File: src/rtl/cpu_control_pkg.sv
// Shared encodings for the accumulator-machine control unit: opcodes, ALU ops,
// PC source selects, FSM states and the per-state control word.
package cpu_control_pkg;

  localparam logic [3:0] OP_NOP   = 4'h0;
  localparam logic [3:0] OP_LOAD  = 4'h1;
  localparam logic [3:0] OP_STORE = 4'h2;
  localparam logic [3:0] OP_ADD   = 4'h3;
  localparam logic [3:0] OP_SUB   = 4'h4;
  localparam logic [3:0] OP_AND   = 4'h5;
  localparam logic [3:0] OP_OR    = 4'h6;
  localparam logic [3:0] OP_JUMP  = 4'h7;
  localparam logic [3:0] OP_JZ    = 4'h8;
  localparam logic [3:0] OP_JN    = 4'h9;
  localparam logic [3:0] OP_HALT  = 4'hF;

  localparam logic [3:0] ALU_ADD = 4'b0000;
  localparam logic [3:0] ALU_SUB = 4'b0001;
  localparam logic [3:0] ALU_AND = 4'b1000;
  localparam logic [3:0] ALU_OR  = 4'b1001;

  localparam logic [1:0] PC_SRC_INC  = 2'b00;
  localparam logic [1:0] PC_SRC_IR   = 2'b01;
  localparam logic [1:0] PC_SRC_ZERO = 2'b10;

  typedef enum logic [3:0] {
    ST_IDLE   = 4'd0,
    ST_F_ADDR = 4'd1,
    ST_F_MEM  = 4'd2,
    ST_F_IR   = 4'd3,
    ST_DECODE = 4'd4,
    ST_E_ADDR = 4'd5,
    ST_E_MEM  = 4'd6,
    ST_E_MBR  = 4'd7,
    ST_E_ACC  = 4'd8,
    ST_S_WR   = 4'd9,
    ST_JMP    = 4'd10,
    ST_HALT   = 4'd11
  } state_t;

  typedef enum logic [2:0] {
    CLS_NEXT  = 3'd0,
    CLS_ACC   = 3'd1,
    CLS_STORE = 3'd2,
    CLS_JUMP  = 3'd3,
    CLS_HALT  = 3'd4
  } op_class_t;

  typedef struct packed {
    logic       pc_write;
    logic [1:0] pc_src;
    logic       mar_write;
    logic       mar_src;
    logic       mbr_write;
    logic       mbr_src;
    logic       ir_write;
    logic       acc_write;
    logic       acc_src;
    logic [3:0] alu_op;
    logic       mem_we;
    logic       halted;
  } ctrl_t;

  // IDLE and HALT keep PC parked at zero so a start launches fetch from address 0.
  function automatic ctrl_t ctrl_for(input state_t st, input logic is_store,
                                     input logic acc_src, input logic [3:0] alu_op);
    ctrl_t c;
    c = '0;
    case (st)
      ST_IDLE:   begin c.pc_write = 1'b1; c.pc_src = PC_SRC_ZERO; end
      ST_F_ADDR: c.mar_write = 1'b1;
      ST_F_IR:   begin c.ir_write = 1'b1; c.pc_write = 1'b1; c.pc_src = PC_SRC_INC; end
      ST_E_ADDR: begin
        c.mar_write = 1'b1;
        c.mar_src   = 1'b1;
        c.mbr_write = is_store;
        c.mbr_src   = is_store;
      end
      ST_E_MBR:  c.mbr_write = 1'b1;
      ST_E_ACC:  begin c.acc_write = 1'b1; c.acc_src = acc_src; c.alu_op = alu_op; end
      ST_S_WR:   c.mem_we = 1'b1;
      ST_JMP:    begin c.pc_write = 1'b1; c.pc_src = PC_SRC_IR; end
      ST_HALT:   begin c.halted = 1'b1; c.pc_write = 1'b1; c.pc_src = PC_SRC_ZERO; end
      ST_F_MEM, ST_DECODE, ST_E_MEM: c = '0;
      default:   c = '0;
    endcase
    return c;
  endfunction

endpackage

File: src/rtl/cpu_control_decode.sv
// Opcode classifier: maps opcode and ACC flags to the execute path, ALU op,
// ACC source and illegal-opcode flag.
module cpu_control_decode
  import cpu_control_pkg::*;
(
  input  logic [3:0] opcode,
  input  logic       acc_zero,
  input  logic       acc_neg,
  output op_class_t  op_class,
  output logic [3:0] alu_op,
  output logic       acc_src,
  output logic       illegal
);

  // Classify the opcode; conditional branches resolve here from the ACC flags.
  always_comb begin
    op_class = CLS_NEXT;
    alu_op   = ALU_ADD;
    acc_src  = 1'b0;
    illegal  = 1'b0;
    case (opcode)
      OP_NOP:   op_class = CLS_NEXT;
      OP_LOAD:  begin op_class = CLS_ACC; acc_src = 1'b1; end
      OP_STORE: op_class = CLS_STORE;
      OP_ADD:   begin op_class = CLS_ACC; alu_op = ALU_ADD; end
      OP_SUB:   begin op_class = CLS_ACC; alu_op = ALU_SUB; end
      OP_AND:   begin op_class = CLS_ACC; alu_op = ALU_AND; end
      OP_OR:    begin op_class = CLS_ACC; alu_op = ALU_OR; end
      OP_JUMP:  op_class = CLS_JUMP;
      OP_JZ:    op_class = acc_zero ? CLS_JUMP : CLS_NEXT;
      OP_JN:    op_class = acc_neg ? CLS_JUMP : CLS_NEXT;
      OP_HALT:  op_class = CLS_HALT;
      default:  begin op_class = CLS_HALT; illegal = 1'b1; end
    endcase
  end

endmodule

File: src/rtl/cpu_control_fsm.sv
// Multi-cycle fetch/decode/execute sequencer for the accumulator datapath.
// Control outputs are registered from the next state, so they track the state register.
module cpu_control_fsm
  import cpu_control_pkg::*;
#(
  parameter int ADDR_W = 14,
  parameter int CNT_W  = 16
) (
  input  logic             clk,
  input  logic             reset,
  input  logic             start,
  input  logic [15:0]      ir_in,
  input  logic             acc_zero,
  input  logic             acc_neg,
  output logic             pc_write,
  output logic [1:0]       pc_src,
  output logic             mar_write,
  output logic             mar_src,
  output logic             mbr_write,
  output logic             mbr_src,
  output logic             ir_write,
  output logic             acc_write,
  output logic             acc_src,
  output logic [3:0]       alu_op,
  output logic             mem_we,
  output logic             halted,
  output logic             illegal,
  output logic [CNT_W-1:0] instr_count
);

  state_t           state_r;
  state_t           next_state_s;
  ctrl_t            ctrl_r;
  logic             illegal_r;
  logic [CNT_W-1:0] count_r;
  op_class_t        dec_class_s;
  logic [3:0]       dec_alu_op_s;
  logic             dec_acc_src_s;
  logic             dec_illegal_s;
  logic             retire_s;
  logic             unused_s;

  // The operand field is routed to PC/MAR by the datapath, not by this block.
  assign unused_s = ^{ir_in[11:0], (ADDR_W >= 12)};

  cpu_control_decode u_decode (
    .opcode   (ir_in[15:12]),
    .acc_zero (acc_zero),
    .acc_neg  (acc_neg),
    .op_class (dec_class_s),
    .alu_op   (dec_alu_op_s),
    .acc_src  (dec_acc_src_s),
    .illegal  (dec_illegal_s)
  );

  // Next-state selection.
  always_comb begin
    next_state_s = state_r;
    case (state_r)
      ST_IDLE:   next_state_s = start ? ST_F_ADDR : ST_IDLE;
      ST_F_ADDR: next_state_s = ST_F_MEM;
      ST_F_MEM:  next_state_s = ST_F_IR;
      ST_F_IR:   next_state_s = ST_DECODE;
      ST_DECODE: begin
        case (dec_class_s)
          CLS_NEXT:  next_state_s = ST_F_ADDR;
          CLS_ACC:   next_state_s = ST_E_ADDR;
          CLS_STORE: next_state_s = ST_E_ADDR;
          CLS_JUMP:  next_state_s = ST_JMP;
          CLS_HALT:  next_state_s = ST_HALT;
          default:   next_state_s = ST_HALT;
        endcase
      end
      ST_E_ADDR: next_state_s = (dec_class_s == CLS_STORE) ? ST_S_WR : ST_E_MEM;
      ST_E_MEM:  next_state_s = ST_E_MBR;
      ST_E_MBR:  next_state_s = ST_E_ACC;
      ST_E_ACC:  next_state_s = ST_F_ADDR;
      ST_S_WR:   next_state_s = ST_F_ADDR;
      ST_JMP:    next_state_s = ST_F_ADDR;
      ST_HALT:   next_state_s = start ? ST_F_ADDR : ST_HALT;
      default:   next_state_s = ST_IDLE;
    endcase
  end

  // Last cycle of an instruction; illegal opcodes never retire.
  always_comb begin
    retire_s = 1'b0;
    case (state_r)
      ST_E_ACC, ST_S_WR, ST_JMP: retire_s = 1'b1;
      ST_DECODE: retire_s = (dec_class_s == CLS_NEXT) ||
                            ((dec_class_s == CLS_HALT) && !dec_illegal_s);
      default:   retire_s = 1'b0;
    endcase
  end

  // State, registered control word, sticky illegal flag and retire counter.
  always_ff @(posedge clk or posedge reset) begin
    if (reset) begin
      state_r   <= ST_IDLE;
      ctrl_r    <= '0;
      illegal_r <= 1'b0;
      count_r   <= '0;
    end else begin
      state_r <= next_state_s;
      ctrl_r  <= ctrl_for(next_state_s, dec_class_s == CLS_STORE, dec_acc_src_s, dec_alu_op_s);
      if ((state_r == ST_DECODE) && dec_illegal_s) begin
        illegal_r <= 1'b1;
      end else if ((state_r == ST_HALT) && start) begin
        illegal_r <= 1'b0;
      end else begin
        illegal_r <= illegal_r;
      end
      if (retire_s) begin
        count_r <= count_r + {{(CNT_W-1){1'b0}}, 1'b1};
      end else begin
        count_r <= count_r;
      end
    end
  end

  assign pc_write    = ctrl_r.pc_write;
  assign pc_src      = ctrl_r.pc_src;
  assign mar_write   = ctrl_r.mar_write;
  assign mar_src     = ctrl_r.mar_src;
  assign mbr_write   = ctrl_r.mbr_write;
  assign mbr_src     = ctrl_r.mbr_src;
  assign ir_write    = ctrl_r.ir_write;
  assign acc_write   = ctrl_r.acc_write;
  assign acc_src     = ctrl_r.acc_src;
  assign alu_op      = ctrl_r.alu_op;
  assign mem_we      = ctrl_r.mem_we;
  assign halted      = ctrl_r.halted;
  assign illegal     = illegal_r;
  assign instr_count = count_r;

endmodule

File: config.mk
export PLATFORM = sky130hd
export DESIGN_NAME = cpu_control_fsm
export DESIGN_NICKNAME = d
export VERILOG_FILES = /design/src/rtl/cpu_control_pkg.sv /design/src/rtl/cpu_control_decode.sv /design/src/rtl/cpu_control_fsm.sv
export SDC_FILE = /design/constraint.sdc
export NUM_CORES = 1
export LEC_CHECK = 0
export BUFFER_PORTS_ARGS = -buffer_cell sky130_fd_sc_hd__buf_2
export CAP_MARGIN = 20
export CELL_PAD_IN_SITES_DETAIL_PLACEMENT = 1
export CELL_PAD_IN_SITES_GLOBAL_PLACEMENT = 2
export CORE_MARGIN = 2
export CORE_UTILIZATION = 25
export DETAILED_ROUTE_END_ITERATION = 6
export PLACE_DENSITY = 0.75
export REMOVE_ABC_BUFFERS = 1
export SKIP_LAST_GASP = 1
export SLEW_MARGIN = 10
export SYNTH_ARGS = -nofsm -noshare
export SYNTH_HDL_FRONTEND = slang
export SYNTH_HIERARCHICAL = 1
export SYNTH_SLANG_ARGS = --single-unit
File: constraint.sdc
create_clock -name clk -period 2.2 [get_ports clk]
set_clock_uncertainty 0.1 [all_clocks]
set_input_delay 0.44 -clock clk [delete_from_list [all_inputs] [get_ports clk]]
set_output_delay 0.44 -clock clk [all_outputs]
set_load 0.01 [all_outputs]
Word level (Yosys, flattened, before mapping)
Index checks and enable logic that the tools add are counted.
W data, S select, Z words.
{ "word_totals": {"ff_bits": 37, "inputBits": 21, "output_inout_bits": 33, "elab_cells": 87} }
{ "classes": {"addsub": 1, "eq_ne": 33, "muxes": 23, "reduce_logical": 15} }
{ "ops": {"columns": ["op", "n"], "rows": [
  ["$eq A4 B4 Y1 const B", 11],
  ["$eq A4 B3 Y1 const B", 10],
  ["$pmux W4 S10", 1],
  ["$pmux W4 S3", 2],
  ["$eq A4 B2 Y1 const B", 5],
  ["$pmux W3 S6", 1],
  ["$add A16 B1 Y16 const B", 1],
  ["$eq A4 B1 Y1 const B", 3],
  ["$logic_not A4 Y1", 3],
  ["$mux W1", 11],
  ["$reduce_or A11 Y1", 1],
  ["$pmux W3 S3", 1],
  ["$mux W4", 2],
  ["$eq A3 B2 Y1 const B", 2],
  ["$mux W6", 1],
  ["$reduce_or A2 Y1", 3],
  ["$reduce_or A5 Y1", 1],
  ["$mux W2", 2],
  ["$pmux W1 S2", 2],
  ["$eq A3 B1 Y1 const B", 1],
  ["$eq A3 B3 Y1 const B", 1],
  ["$logic_and A1 B1 Y1", 3],
  ["$logic_not A3 Y1", 1],
  ["$reduce_or A3 Y1", 1],
  ["other kinds (2)", 2]
]} }

Logic depth before layout (Yosys ltp)
{ "logic_depth": {"word_depth": 10, "mapped_depth": 9, "ltp_nobuf": 8} }

Modules after synthesis
The synthesis kept the hierarchy.
{ "by_module_without_submodules": {"columns": ["module", "instances", "cells_each", "area_each_um2", "seq_area_each_um2"], "rows": [
  ["cpu_control_fsm", 1, 147, 1626.6, 925.9],
  ["cpu_control_decode", 1, 23, 157.7, 0.0]
]} }

Worst setup path after synthesis
Ideal clock, no wire load.
{ "synth_path": {"path_type": "input to register", "from": "input ir_in[12]", "to": "register ctrl_r, in the netlist pc_src[1]", "setup_ns": 0.083, "arrival_time_ns": 2.286, "required_time_ns": 2.017, "setup_slack_ns": -0.269, "stages": 9, "path_buffers": 1, "cell_sequence": "buf_6 and3b_2 a21oi_1 o31ai_1 or3b_4 o21ai_0 a211o_1 or3_1 o21ai_0"} }
{ "synth_between": {"elab_chain_len": 10, "elab_cells_between_ends": 26, "cone_classes": "15 x eq/ne; 5 x mux; 6 x reduce/logical"} }
{ "synth_rtl": {"columns": ["item", "line", "source"], "rows": [
  ["start: declaration", "cpu_control_fsm.sv:12", "input logic [15:0] ir_in,"],
  ["$eq A4 B1 Y1 (tied with other cells)", "cpu_control_decode.sv:21", "case (opcode)"],
  ["$reduce_or A5 Y1 (no line)", null, null],
  ["$pmux W3 S6 *", "cpu_control_decode.sv:21", null],
  ["named net dec_class_s[0]", "cpu_control_fsm.sv:36", "op_class_t dec_class_s;"],
  ["$eq A3 B2 Y1 / $eq A3 B1 Y1 (equally long branches)", "cpu_control_fsm.sv:65, cpu_control_fsm.sv:74", null],
  ["$reduce_or A2 Y1 (no line)", null, null],
  ["$pmux W4 S3", "cpu_control_fsm.sv:65", "case (dec_class_s)"],
  ["$pmux W4 S10 *", "cpu_control_fsm.sv:59", "case (state_r)"],
  ["named net next_state_s[0]", "cpu_control_fsm.sv:32", "state_t next_state_s;"],
  ["$eq A4 B4 Y1 / $logic_not A4 Y1 (equally long branches)", "cpu_control_pkg.sv:69", "case (st)"],
  ["$reduce_or A2 Y1 (no line)", null, null],
  ["$pmux W3 S3 *", "cpu_control_pkg.sv:69", null],
  ["end signal: assignment", "cpu_control_fsm.sv:105", "ctrl_r <= ctrl_for(next_state_s, dec_class_s == CLS_STORE, dec_acc_src_s, dec_alu_op_s);"],
  ["end: declaration", "cpu_control_fsm.sv:33", "ctrl_t ctrl_r;"]
]} }
Mark *: on every way through the listed nets, which the timed path passes. The rest lies on a longest branch.
A chain may end at the register's enable or synchronous reset.

Final worst setup path
Same ends and word-level chain as after synthesis.

==> flow_metrics.py <==
metrics = {
    "drt": {
        "firstDrtPassIters": 4,
        "ant_nets": 0,
        "drtIter0Drc": 47,
        "route.vias.total": 1415,
        "wirelength_um": 4070,
        "route.detailed.wl_per_inst_um": 12.7,
        "vias_per_cell": 4.41,
        "drc": 0,
    },
    "global_route": {
        "grt_max_degree": 38,
        "first_global_vias": 1441,
        "antenna_found_initial": 0,
        "grt_pass1_wl_um": 6910,
        "gr-total-overflow": 0,
        "grt_usage_pct": 11.4,
    },
    "synthesis": {
        "synthCells": 170,
        "yosysTopAreaCellShare_pct": 51.9,
        "yosysSeqAreaShare_pct": 51.9,
        "synth.cell_area_um2": 1780,
        "syn_area_per_cell_um2": 10.5,
        "synth_edf_count": 0,
        "synth_top_area_cell": "dfrtp_1",
        "synth_cell_types": 44,
        "yosys_warnings": 6,
        "async_reset_ff_share_pct": 100,
        "yosys_register_bits": 37,
        "ys.flop_type": "dfrtp_1",
        "synth_area_leaders": "dfrtp_1, xnor2_1, nor2_1, nand3_1, nand4_1",
    },
    "power": {
        "ir_drop_mv": 0.262,
        "p_leak_nw": 1.14,
        "power_density_nw_per_um2": 1030,
    },
    "worst_hold_path": {
        "worstHoldPathType": "in -> async",
    },
    "setup_path": {
        "end_kind": "register",
        "crit_chain": "buf_4, mux2_4, a31oi_1, o22ai_1, or3b_4, o21ai_1, a211o_1, or3_4, o21ai_0",
        "worst_path_largest_cell_delay_ps": 380,
        "crit_path_max_fanout": 4,
        "crit_type": "in -> reg",
        "cp-endpoint": "pc_src[1]$_DFF_PP0_",
        "start_kind": "input pin",
        "rrSetupSlack_ps": 400,
        "cp.arrival_ps": 2280,
        "ff2ff_path_depth": 6,
        "reg2reg_from": "state_r[3]$_DFF_PP0_",
        "regToRegEndpoint": "instr_count[9]$_DFFE_PP0P_",
        "crit_slowest_cell": "or3_4",
        "crit_start": "ir_in[12]",
        "cp_data_required_time_ps": 2310,
    },
    "cells_and_area": {
        "fin_cells": 321,
        "final_util_pct": 33.7,
        "drive_gt1_share_pct": 32.9,
        "design_area_um2": 2320,
        "syn_to_final_growth_pct": 29.9,
        "diodes": 0,
        "layout_common_cells": "buf_2, dfrtp_1, buf_4",
        "final_common_cell": "buf_2",
        "finalNetCount": 246,
    },
    "placement": {
        "place_inst": 313,
        "port_buffers": 41,
        "place_area_um2": 2180,
        "dp_hpwl_um": 3040,
        "gp_congestion": 0.807,
    },
    "die": {
        "fp.dieH_um": 88.5,
        "io_pins": 54,
        "start_util_pct": 26.0,
        "dieWidth_um": 88.5,
        "placementRows": 30,
        "die_area_um2": 7830,
        "core_area_um2": 6870,
    },
    "clock_network": {
        "clock-sinks": 37,
        "ctsHoldBuffers": 0,
        "cts_tree": "yes",
        "clk_path_buf_depth": 2,
        "cts.htree.levels": 2,
        "clock_tree.root_cell": "clkbuf_8",
        "numCtsBuffers": 5,
        "clock_latency_ps": 290,
        "cts.clk_slew.worst_paths_ps": 70,
    },
    "timing": {
        "period_share_pct": 98.9,
        "slew_viol_final": 0,
        "hold_viol_final": 0,
        "finalSetupViolCount": 0,
        "setup_tns_ps": 0,
        "fmax_mhz": 460,
        "hold-worst-slack_ps": 155,
        "finalCriticalPeriod_ps": 2180,
    },
    "run": {
        "drv_cap": 0,
    },
    "status": {
        "status": "complete, no violations",
    },
}
-- final cells by class --
| cell class | count | area (um^2) |
|---|---|---|
| well taps | 96 | 120 |
| repair buffers | 56 | 333 |
| fillers | 809 | 4550 |
| inverters | 5 | 18.8 |
| clock buffers | 6 | 82.6 |
| clock inverters | 2 | 37.5 |
| multi-input cells | 119 | 800 |
| flip-flops and latches | 37 | 926 |
-- Yosys cell counts (3+ instances only) --
master	number
and2_1	7
nand2_1	6
inv_1	5
nand3_1	10
nor2_1	14
nor2b_1	6
clkbuf_1	3
xor2_1	3
xnor2_1	14
o21ai_0	3
nand4_1	8
a21oi_1	6
o21a_1	3
dfrtp_1	37
buf_2	3
nor3b_1	3
nand2b_1	5
-- worst min path at each step --
stage	start	to	slack, ps	cells after the start
2_1_floorplan	instr_count[15]$_DFFE_PP0P_	instr_count[15]$_DFFE_PP0P_	410	1
3_3_place_gp	instr_count[15]$_DFFE_PP0P_	instr_count[15]$_DFFE_PP0P_	360	1
3_5_place_dp	instr_count[15]$_DFFE_PP0P_	instr_count[15]$_DFFE_PP0P_	370	1
4_1_cts	reset	mbr_write$_DFF_PP0_	170	3
5_1_grt	reset	mbr_write$_DFF_PP0_	190	3
6_report	reset	pc_write$_DFF_PP0_	150	3
-- logic make-up after synthesis --
group	Yosys count	share of synthesized area [%]
AOI/OAI and AO/OA	21	8.13
xor gates and xnor gates	17	8.35
adders and majority gates	1	0.701
buffers and inverters	15	4.28
DFF	37	51.9
muxes	2	1.47
other	1	0.210
and+or+nand+nor	76	25.0
-- where the power goes --
group / switching [mW] / internal [mW]
Clock: 0.247 / 0.369
Combinational: 0.418 / 0.395
Sequential: 0.154 / 0.806
-- stage by stage --
step / total power, mW / setup slack, ps
floorplan: 1.40 / -141
global placement: 1.76 / -256
detailed placement: 1.78 / -299
CTS: 2.41 / 4.25
global route: 2.56 / -22.2
finish: 2.39 / 23.9
-- state kept, by name, summed over array words and instances, names as in the netlist --
name / flops
instr_count: 16
acc_write: 1
mbr_write: 1
pc_write: 1
acc_src: 1
mbr_src: 1
mem_we: 1
ir_write: 1
halted: 1
pc_src: 2
illegal: 1
mar_write: 1
mar_src: 1
alu_op: 4
state_r: 4
-- layer usage --
| metal | routed length, um | track usage [%] | up-vias |
|---|---|---|---|
| met2 | 1870 | 17.8 | 34 |
| met3 | 193 | 2.80 | 4 |
| met1 | 1960 | 15.3 | 687 |
| met5 | 0 | 0 | - |
| li1 | - | - | 690 |
| met4 | 38 | 4.55 | 0 |
-- critical path: cells and delay by family --
family	cells	cell delay, ps
AO/OA/AOI/OAI	5	780
buffers and inverters	1	130
multiplexers	1	290
AND/OR/NAND/NOR	2	650
-- timing repair --
action                     CTS  global route
setup buffers                0             0
resized for setup            0             5
setup endpoints to repair    0             2
No activity file was read; power rests on OpenSTA's default activity.
